### config.mk
export PLATFORM = sky130hd
export DESIGN_NAME = instr_fetch_unit
export DESIGN_NICKNAME = d
export VERILOG_FILES = /design/src/rtl/fetch_pkg.sv /design/src/rtl/fetch_fifo.sv /design/src/rtl/instr_fetch_unit.sv
export SDC_FILE = /design/constraint.sdc
export NUM_CORES = 1
export LEC_CHECK = 0
export ABC_AREA = 1
export BUFFER_PORTS_ARGS = -buffer_cell sky130_fd_sc_hd__clkbuf_2
export CORE_UTILIZATION = 40
export DETAILED_ROUTE_END_ITERATION = 10
export GPL_TIMING_DRIVEN = 0
export SLEW_MARGIN = 20
export SYNTH_ARGS = -nofsm -noshare
export SYNTH_HDL_FRONTEND = slang
export SYNTH_SLANG_ARGS = --single-unit
### constraint.sdc
create_clock -name clock -period 11.9 [get_ports clock]
set_clock_uncertainty 0.05 [all_clocks]
set_input_delay 1.19 -clock clock [delete_from_list [all_inputs] [get_ports clock]]
set_output_delay 1.19 -clock clock [all_outputs]
set_load 0.005 [all_outputs]
### src/rtl/fetch_pkg.sv
// Shared types and constants for the instruction fetch path.
package fetch_pkg;

  localparam int unsigned INSTR_BYTES = 4;
  localparam int unsigned INSTR_W     = 32;
  localparam int unsigned ADDR_W      = 32;
  localparam int unsigned BUS_W       = 64;

  typedef enum logic [0:0] {
    StReq,
    StWait
  } fetch_state_e;

  typedef struct packed {
    logic [ADDR_W-1:0]  pc;
    logic [INSTR_W-1:0] instr;
  } fetch_entry_t;

  function automatic logic [ADDR_W-1:0] next_pc(input logic [ADDR_W-1:0] pc);
    return pc + ADDR_W'(INSTR_BYTES);
  endfunction

endpackage

### src/rtl/fetch_fifo.sv
// Synchronous FIFO with flush and occupancy count; reads zero when empty.
module fetch_fifo #(
  parameter int unsigned Depth = 2,
  parameter int unsigned Width = 64
) (
  input  logic                       i_clock,
  input  logic                       i_reset,
  input  logic                       i_flush,
  input  logic                       i_push,
  input  logic [Width-1:0]           i_data,
  input  logic                       i_pop,
  output logic [Width-1:0]           o_data,
  output logic                       o_valid,
  output logic [$clog2(Depth+1)-1:0] o_count
);

  localparam int unsigned PtrW = (Depth > 1) ? $clog2(Depth) : 1;
  localparam int unsigned CntW = $clog2(Depth + 1);

  logic [Width-1:0] r_mem [Depth];
  logic [PtrW-1:0]  r_rd_ptr;
  logic [PtrW-1:0]  r_wr_ptr;
  logic [CntW-1:0]  r_count;
  logic             w_do_pop;
  logic             w_do_push;

  assign w_do_pop  = i_pop && (r_count != '0);
  assign w_do_push = i_push && ((r_count != CntW'(Depth)) || w_do_pop);

  always_ff @(posedge i_clock) begin
    if (i_reset || i_flush) begin
      r_rd_ptr <= '0;
      r_wr_ptr <= '0;
      r_count  <= '0;
    end else begin
      if (w_do_push) r_wr_ptr <= r_wr_ptr + PtrW'(1);
      if (w_do_pop)  r_rd_ptr <= r_rd_ptr + PtrW'(1);
      r_count <= r_count + CntW'(w_do_push) - CntW'(w_do_pop);
    end
  end

  // Storage needs no reset; the count gates every read.
  always_ff @(posedge i_clock) begin
    if (w_do_push && !i_reset && !i_flush) r_mem[r_wr_ptr] <= i_data;
  end

  assign o_valid = (r_count != '0);
  assign o_data  = o_valid ? r_mem[r_rd_ptr] : '0;
  assign o_count = r_count;

endmodule

### src/rtl/instr_fetch_unit.sv
// Instruction-memory initiator: one fixed-latency access at a time, results
// buffered with their PC and handed to decode over valid/ready.
module instr_fetch_unit
  import fetch_pkg::*;
#(
  parameter logic [31:0] RESET_PC    = 32'h0000_0000,
  parameter int unsigned WAIT_CYCLES = 1,
  parameter int unsigned FIFO_DEPTH  = 2
) (
  input  logic               clock,
  input  logic               reset,
  output logic [ADDR_W-1:0]  mem_address,
  input  logic [BUS_W-1:0]   mem_data,
  output logic               mem_chip_select,
  output logic               mem_output_enable,
  output logic [INSTR_W-1:0] instr,
  output logic [ADDR_W-1:0]  instr_pc,
  output logic               instr_valid,
  input  logic               instr_ready,
  input  logic               redirect,
  input  logic [ADDR_W-1:0]  redirect_pc
);

  localparam int unsigned CntW = $clog2(FIFO_DEPTH + 1);

  fetch_state_e      r_state, w_state_d;
  logic [ADDR_W-1:0] r_fetch_pc, w_fetch_pc_d;
  logic [ADDR_W-1:0] r_addr, w_addr_d;
  logic [3:0]        r_wait_cnt, w_wait_cnt_d;
  logic              r_hold, w_hold_d;

  logic              w_issue;
  logic              w_capture;
  logic              w_bus_active;
  logic [CntW-1:0]   w_fifo_count;
  fetch_entry_t      w_push_entry;
  fetch_entry_t      w_head;
  logic              w_unused;

  // r_hold forces one idle bus cycle after a redirect before the new fetch.
  assign w_issue = (r_state == StReq) && !r_hold && !reset && !redirect &&
                   (32'(w_fifo_count) < FIFO_DEPTH);
  assign w_capture    = (r_state == StWait) && (r_wait_cnt == 4'd1);
  assign w_bus_active = w_issue || ((r_state == StWait) && !reset);

  assign mem_chip_select   = w_bus_active;
  assign mem_output_enable = w_bus_active;
  assign mem_address       = w_issue ? r_fetch_pc : r_addr;

  always_comb begin
    w_state_d    = r_state;
    w_fetch_pc_d = r_fetch_pc;
    w_addr_d     = r_addr;
    w_wait_cnt_d = r_wait_cnt;
    w_hold_d     = 1'b0;
    unique case (r_state)
      StReq: begin
        if (w_issue) begin
          w_state_d    = StWait;
          w_addr_d     = r_fetch_pc;
          w_wait_cnt_d = 4'(WAIT_CYCLES);
        end
      end
      StWait: begin
        w_wait_cnt_d = r_wait_cnt - 4'd1;
        if (w_capture) begin
          w_state_d    = StReq;
          w_fetch_pc_d = next_pc(r_fetch_pc);
        end
      end
      default: w_state_d = StReq;
    endcase
    if (redirect) begin
      w_state_d    = StReq;
      w_fetch_pc_d = {redirect_pc[ADDR_W-1:2], 2'b00};
      w_hold_d     = 1'b1;
    end
  end

  always_ff @(posedge clock) begin
    if (reset) begin
      r_state    <= StReq;
      r_fetch_pc <= RESET_PC;
      r_addr     <= '0;
      r_wait_cnt <= '0;
      r_hold     <= 1'b0;
    end else begin
      r_state    <= w_state_d;
      r_fetch_pc <= w_fetch_pc_d;
      r_addr     <= w_addr_d;
      r_wait_cnt <= w_wait_cnt_d;
      r_hold     <= w_hold_d;
    end
  end

  assign w_push_entry.pc    = r_fetch_pc;
  assign w_push_entry.instr = mem_data[INSTR_W-1:0];

  fetch_fifo #(
    .Depth(FIFO_DEPTH),
    .Width($bits(fetch_entry_t))
  ) u_fifo (
    .i_clock(clock),
    .i_reset(reset),
    .i_flush(redirect),
    .i_push (w_capture && !redirect),
    .i_data (w_push_entry),
    .i_pop  (instr_valid && instr_ready),
    .o_data (w_head),
    .o_valid(instr_valid),
    .o_count(w_fifo_count)
  );

  assign instr    = w_head.instr;
  assign instr_pc = w_head.pc;

  assign w_unused = ^{mem_data[BUS_W-1:INSTR_W], redirect_pc[1:0]};

endmodule

Yosys cells after proc, flatten, opt, wreduce, memory -nomap -nowiden
Memories as Yosys holds them, arrays and structs flattened. A register that Yosys moved wholly into a read port is not among the register bits.
Cells that the tools add are included.
- output and inout bits: 99
- bits of input ports: 100
- RAM bits: 128
- logic and storage cells: 60
- register bits: 74
- bits in read-only memories: 0
- bits in latches: 0
- memories: 1
- equality and inequality tests: 3
- shifts and indexed selects: 0
- mux-type cells: 15
- $mul: 0
- bitwise logic cells: 1
- magnitude comparators: 1
- div/mod/pow operators: 0
- add/sub/neg operators: 6
- reduce and logical (&&, ||, !) cells: 24
- memory list (name ; depth ; width ; rd ports ; clocked after Yosys merged registers in ; write ports ; RTL line ; source):
    u_fifo.r_mem ; 2 ; 64 ; 1 ; 1 ; 1 ; fetch_fifo.sv:20 ; logic [Width-1:0] r_mem [Depth];
- operator list (operator ; number):
    $mux W32 ; 4
    $mux W64 ; 1
    $add A32 B3 Y32 const B ; 1
    $logic_and A1 B1 Y1 ; 12
    $pmux W4 S2 ; 1
    $mux W1 ; 7
    $reduce_bool A2 Y1 ; 3
    $eq A4 B1 Y1 const B ; 1
    $mux W4 ; 1
    $ne A2 B2 Y1 const B ; 2
    $reduce_and A2 Y1 ; 2
    $sub A4 B1 Y4 const B ; 1
    $logic_not A1 Y1 ; 3
    $logic_or A1 B1 Y1 ; 3
    $add A1 B1 Y1 const B ; 2
    $add A2 B1 Y2 ; 1
    $lt A2 B2 Y1 const B ; 1
    $pmux W1 S2 ; 1
    $reduce_or A2 Y1 ; 1
    $sub A2 B1 Y2 ; 1
    $not A1 Y1 ; 1

Logic depth before layout (Yosys ltp)
- word-level depth: 9
- depth in mapped cells: 10

By module
From an unflattened synthesis, not the netlist that was laid out.
- cells, all modules: 970
- area, all modules: 8939.8 um2
- by module, submodules not included (module ; area each (um2) ; sequential area each (um2) ; instances ; cells each):
    fetch_fifo ; 5147.4 ; 3943.8 ; 1 ; 385
    instr_fetch_unit ; 3792.4 ; 1361.3 ; 1 ; 585

Least setup slack after synthesis
OpenSTA, ideal clock, no wires.
- path kind: input to register
- start point: in redirect
- end point: mem u_fifo.r_mem[0][0], enable pin
- slack: 5.412 ns
- data required time: 11.292 ns
- stages on the path: 4
- buffers on the path: 1
- arrival time: 5.879 ns
- path through: buf_6 > nor2_4 > o31ai_1 > nor3_1
- cells in the longest elaborated chain, start to end: 7
- RTL lines (element ; RTL line ; source):
    from (decl) ; instr_fetch_unit.sv:20 ; input logic redirect,
    $logic_not A1 Y1 (*) ; fetch_fifo.sv:44, instr_fetch_unit.sv:106 ;
    $logic_and A1 B1 Y1 ; instr_fetch_unit.sv:106 ; .i_push (w_capture && !redirect),
    $logic_and A1 B1 Y1 ; fetch_fifo.sv:28 ; assign w_do_push = i_push && ((r_count != CntW'(Depth)) || w_do_pop);
    $logic_and A1 B1 Y1 ; fetch_fifo.sv:44 ; if (w_do_push && !i_reset && !i_flush) r_mem[r_wr_ptr] <= i_data;
    $logic_and A1 B1 Y1 (*) ; fetch_fifo.sv:44 ;
    $mux W1 (*) ; fetch_fifo.sv:44 ;
    $mux W1 (not written as such) (*) ; fetch_fifo.sv:44 ;
    to (decl) ; fetch_fifo.sv:20 ;
Every way passes the cells marked *; elsewhere a longest branch is shown, timed or not.

Final worst setup path
- start point: in reset
- end point: out mem_address[2]
- cells in the longest elaborated chain, start to end: 5
- RTL lines (element ; RTL line ; source):
    from (decl) ; instr_fetch_unit.sv:11 ; input logic reset,
    $logic_not A1 Y1 ; instr_fetch_unit.sv:41 ; assign w_issue = (r_state == StReq) && !r_hold && !reset && !redirect &&
    $logic_and A1 B1 Y1 (3 in a row) ; instr_fetch_unit.sv:41 ;
    $mux W32 ; - ;
    to (decl) ; instr_fetch_unit.sv:12 ; output logic [ADDR_W-1:0] mem_address,
Every way passes these cells.

==> results.md <==
* Status: finished, final reports clean
* Leak at 4.36 nW
* DP HPWL at 16500 µm
* Final hold viol count at 0
* Mux cell area share after synthesis at 0
* Tot Pwr at 1.43 mW
* Clock power frac at 0.390
* Hold Path Class: reg -> reg
* Fin crit share at 0.314
* CP max FO at 10
* # port buffers at 161
* Fin crit period at 3740 ps
* Worst-Margin Slew at 890 ps
* Element type at the critical path end: output port
* Unrepaired setup endpoints after global routing: no
* Int Power at 1.07 mW
* Clock Latency Late Sink at 430 ps
* Clock Tree Root: clkbuf_16
* Compound-cell area share of the yosys netlist at 0.135
* Reg power frac at 0.528
* ANT cells at 0
* Final instance area at 10800 µm²
* Post-route ant nets at 0
* Pre-antenna DRT Iters at 7
* Layout area overhead at 20.7%
* TritonCTS clock tree: yes
* Core ar. at 21900 µm²
* Die width at 151 µm
* Number of enable flip-flop cells after synthesis at 124
* Yosys warnings at 0
* Ys async rst share at 0
* Power Density at 132 nW/µm²
* Crit path DAT at 2500 ps
* Synth Register Bits at 197
* Share of the yosys chip area belonging to registers at 0.580
* Vias/cell at 4.84
* Antenna violations before repair at 0
* Routability cong. at 0.867
* Area contributors post-synth: edfxtp_1 42%, dfxtp_1 16%, nand2_1 11%, a21oi_1 6.9%, inv_1 4.4%
* Final net count at 1245
* Setup TNS at 0 ps
* GR Overflow Total at 0
* F_max at 267 MHz
* Top FF cell, synth: edfxtp_1
* Top cell type's share of synthesized area at 0.417
* Setup violators final at 0
* Worst hold slack at 404 ps
* Sw Share at 0.253
* CTS Sinks at 197
* CTS clk-pin slew, worst paths at 70 ps
* H-tree depth at 4
* Largest net degree at the start of global routing at 20
* Largest family of logic cells by synthesized area: simple AND/OR/NAND/NOR gates
* Synth unique cells at 39
* Most instantiated cells after synthesis: 256 x nand2_1, 124 x a21oi_1, 124 x edfxtp_1
* Num CTS Buffers at 17
* Die ar. at 23000 µm²
* Post-Synth XOR/XNOR Area at 0.0108
* Most common cell in the synthesized netlist: nand2_1
* Cts hold-fix bufs at 0
* Slew HR at 0.404
* Routed vias at 6930
* Initial Util at 0.408
* Critical path class: in -> out
* Synth Area in Simple Gates at 0.191
* Setup crit start kind: input port
* Row count at 54
* Psw at 0.362 mW
* Layout cell share with drive strength beyond 1 at 0.252
* Syn Inst Count at 944
* I/O Pins at 199
* Post-DP Area at 10200 µm²
* Vias in the first global route at 6447
* Final core occ at 0.493
* Drt initial violations at 370
* Comb power frac at 0.082
* Final WL at 22300 µm
* Syn_area_per_cell at 9.47 µm²
* Post-CTS Resized at 0
* Post-Syn Area at 8940 µm²
* Largest stage delay, worst path at 230 ps
* Die Ht at 151 µm
* Worst path required time at 10660 ps
* Clk buf depth at 2
* Synth area leader: edfxtp_1
* Adder-cell share of the synthesized area at 0.00700
* Global Route Usage Sum at 0.197
* Drc violations at 0
* First-pass GRT wire length at 34000 µm
* Slowest stage cell, crit path: buf_2
* MaxCap Viol Count at 0
* Post CTS Setup Buffer Count at 0
* Fin. max-slew vios at 0
* VDD IR max at 96.9 µV
* CP Cell Sequence: clkbuf_2, nor2_8, nand3_4, inv_4, buf_6, buf_2, a21oi_1, clkbuf_2
* CP most frequent cell: clkbuf_2
* Mean routed wirelength per cell at 15.5 µm
==> worst paths after layout <==
check	from	endpoint	slack, ps	depth (start not counted)
max	reset	mem_address[2]	8160	8
min	r_addr[0]	r_addr[0]	400	2
max reg2reg	r_wait_cnt[1]	u_fifo.r_mem[0][27]	8950	10
min reg2reg	r_addr[0]	r_addr[0]	400	2
==> state kept, by name, summed over array words and instances (netlist names), named ones only <==
register	count
r_state	1
u_fifo.r_wr_ptr	1
u_fifo.r_mem	124
u_fifo.r_rd_ptr	1
r_hold	1
u_fifo.o_count	2
r_wait_cnt	4
r_addr	32
r_fetch_pc	30
==> kinds of logic after synthesis <==
family	Yosys count
other cells	1
buf+inv	152
compound gates	192
fa+ha+maj	5
simple gates	386
xor+xnor	11
flops	197
==> layout make-up <==
cell class	instances	area, µm²
buffer	45	272
clock buffer	19	433
clock inverter	13	129
fill	2115	11100
inverter	107	404
multi-input combinational	596	3090
sequential	197	5180
tap	280	350
timing repair buffer	176	922
==> metrics by stage <==
step / instances / setup WS [ps]
2_1_floorplan: 945 / 5410
3_5_place_dp: 1401 / 8170
6_report: 1433 / 8160
3_3_place_gp: 1386 / 2690
4_1_cts: 1433 / 8160
5_1_grt: 1433 / 8050
==> power groups by stage <==
stage | Combinational (mW) | Clock [mW] | Sequential [mW]
after global routing | 0.131 | 0.594 | 0.757
after global placement | 0.115 | 0 | 0.770
after detailed placement | 0.116 | 0 | 0.770
final | 0.117 | 0.557 | 0.755
after CTS | 0.117 | 0.563 | 0.754
after floorplan | 0.0730 | 0 | 0.765
==> worst max-delay path, delay by kind of cell <==
kind,cells,cell delay [ps]
AND/OR/NAND/NOR,2,360
AO/OA/AOI/OAI,1,110
buffers and inverters,5,830
==> metal layers <==
layer,up-vias,wire (µm),global-route usage
met2,202,10000,0.311
li1,3511,-,-
met3,25,1440,0.0395
met5,-,0,0
met1,3192,10400,0.274
met4,0,395,0.0594
==> cell usage in the layout, fill, tap and decap left out, types with 7 or more instances in the layout <==
master     Yosys  layout
nand2_1      256     256
clkbuf_2       1     162
a21oi_1      124     124
edfxtp_1     124     124
inv_1        104     104
dfxtp_1       73      73
nor2_1        43      43
a211oi_2      30      30
clkbuf_1      25      27
o21ai_0       27      27
nand3_1       26      26
or2_0         20      20
buf_4          3      17
clkbuf_16      0      17
buf_6         10      11
xor2_1        10      10
or2_2          8       8
nor2_4         7       7
inv_8          0       7
(Power assumes the default switching activity.)
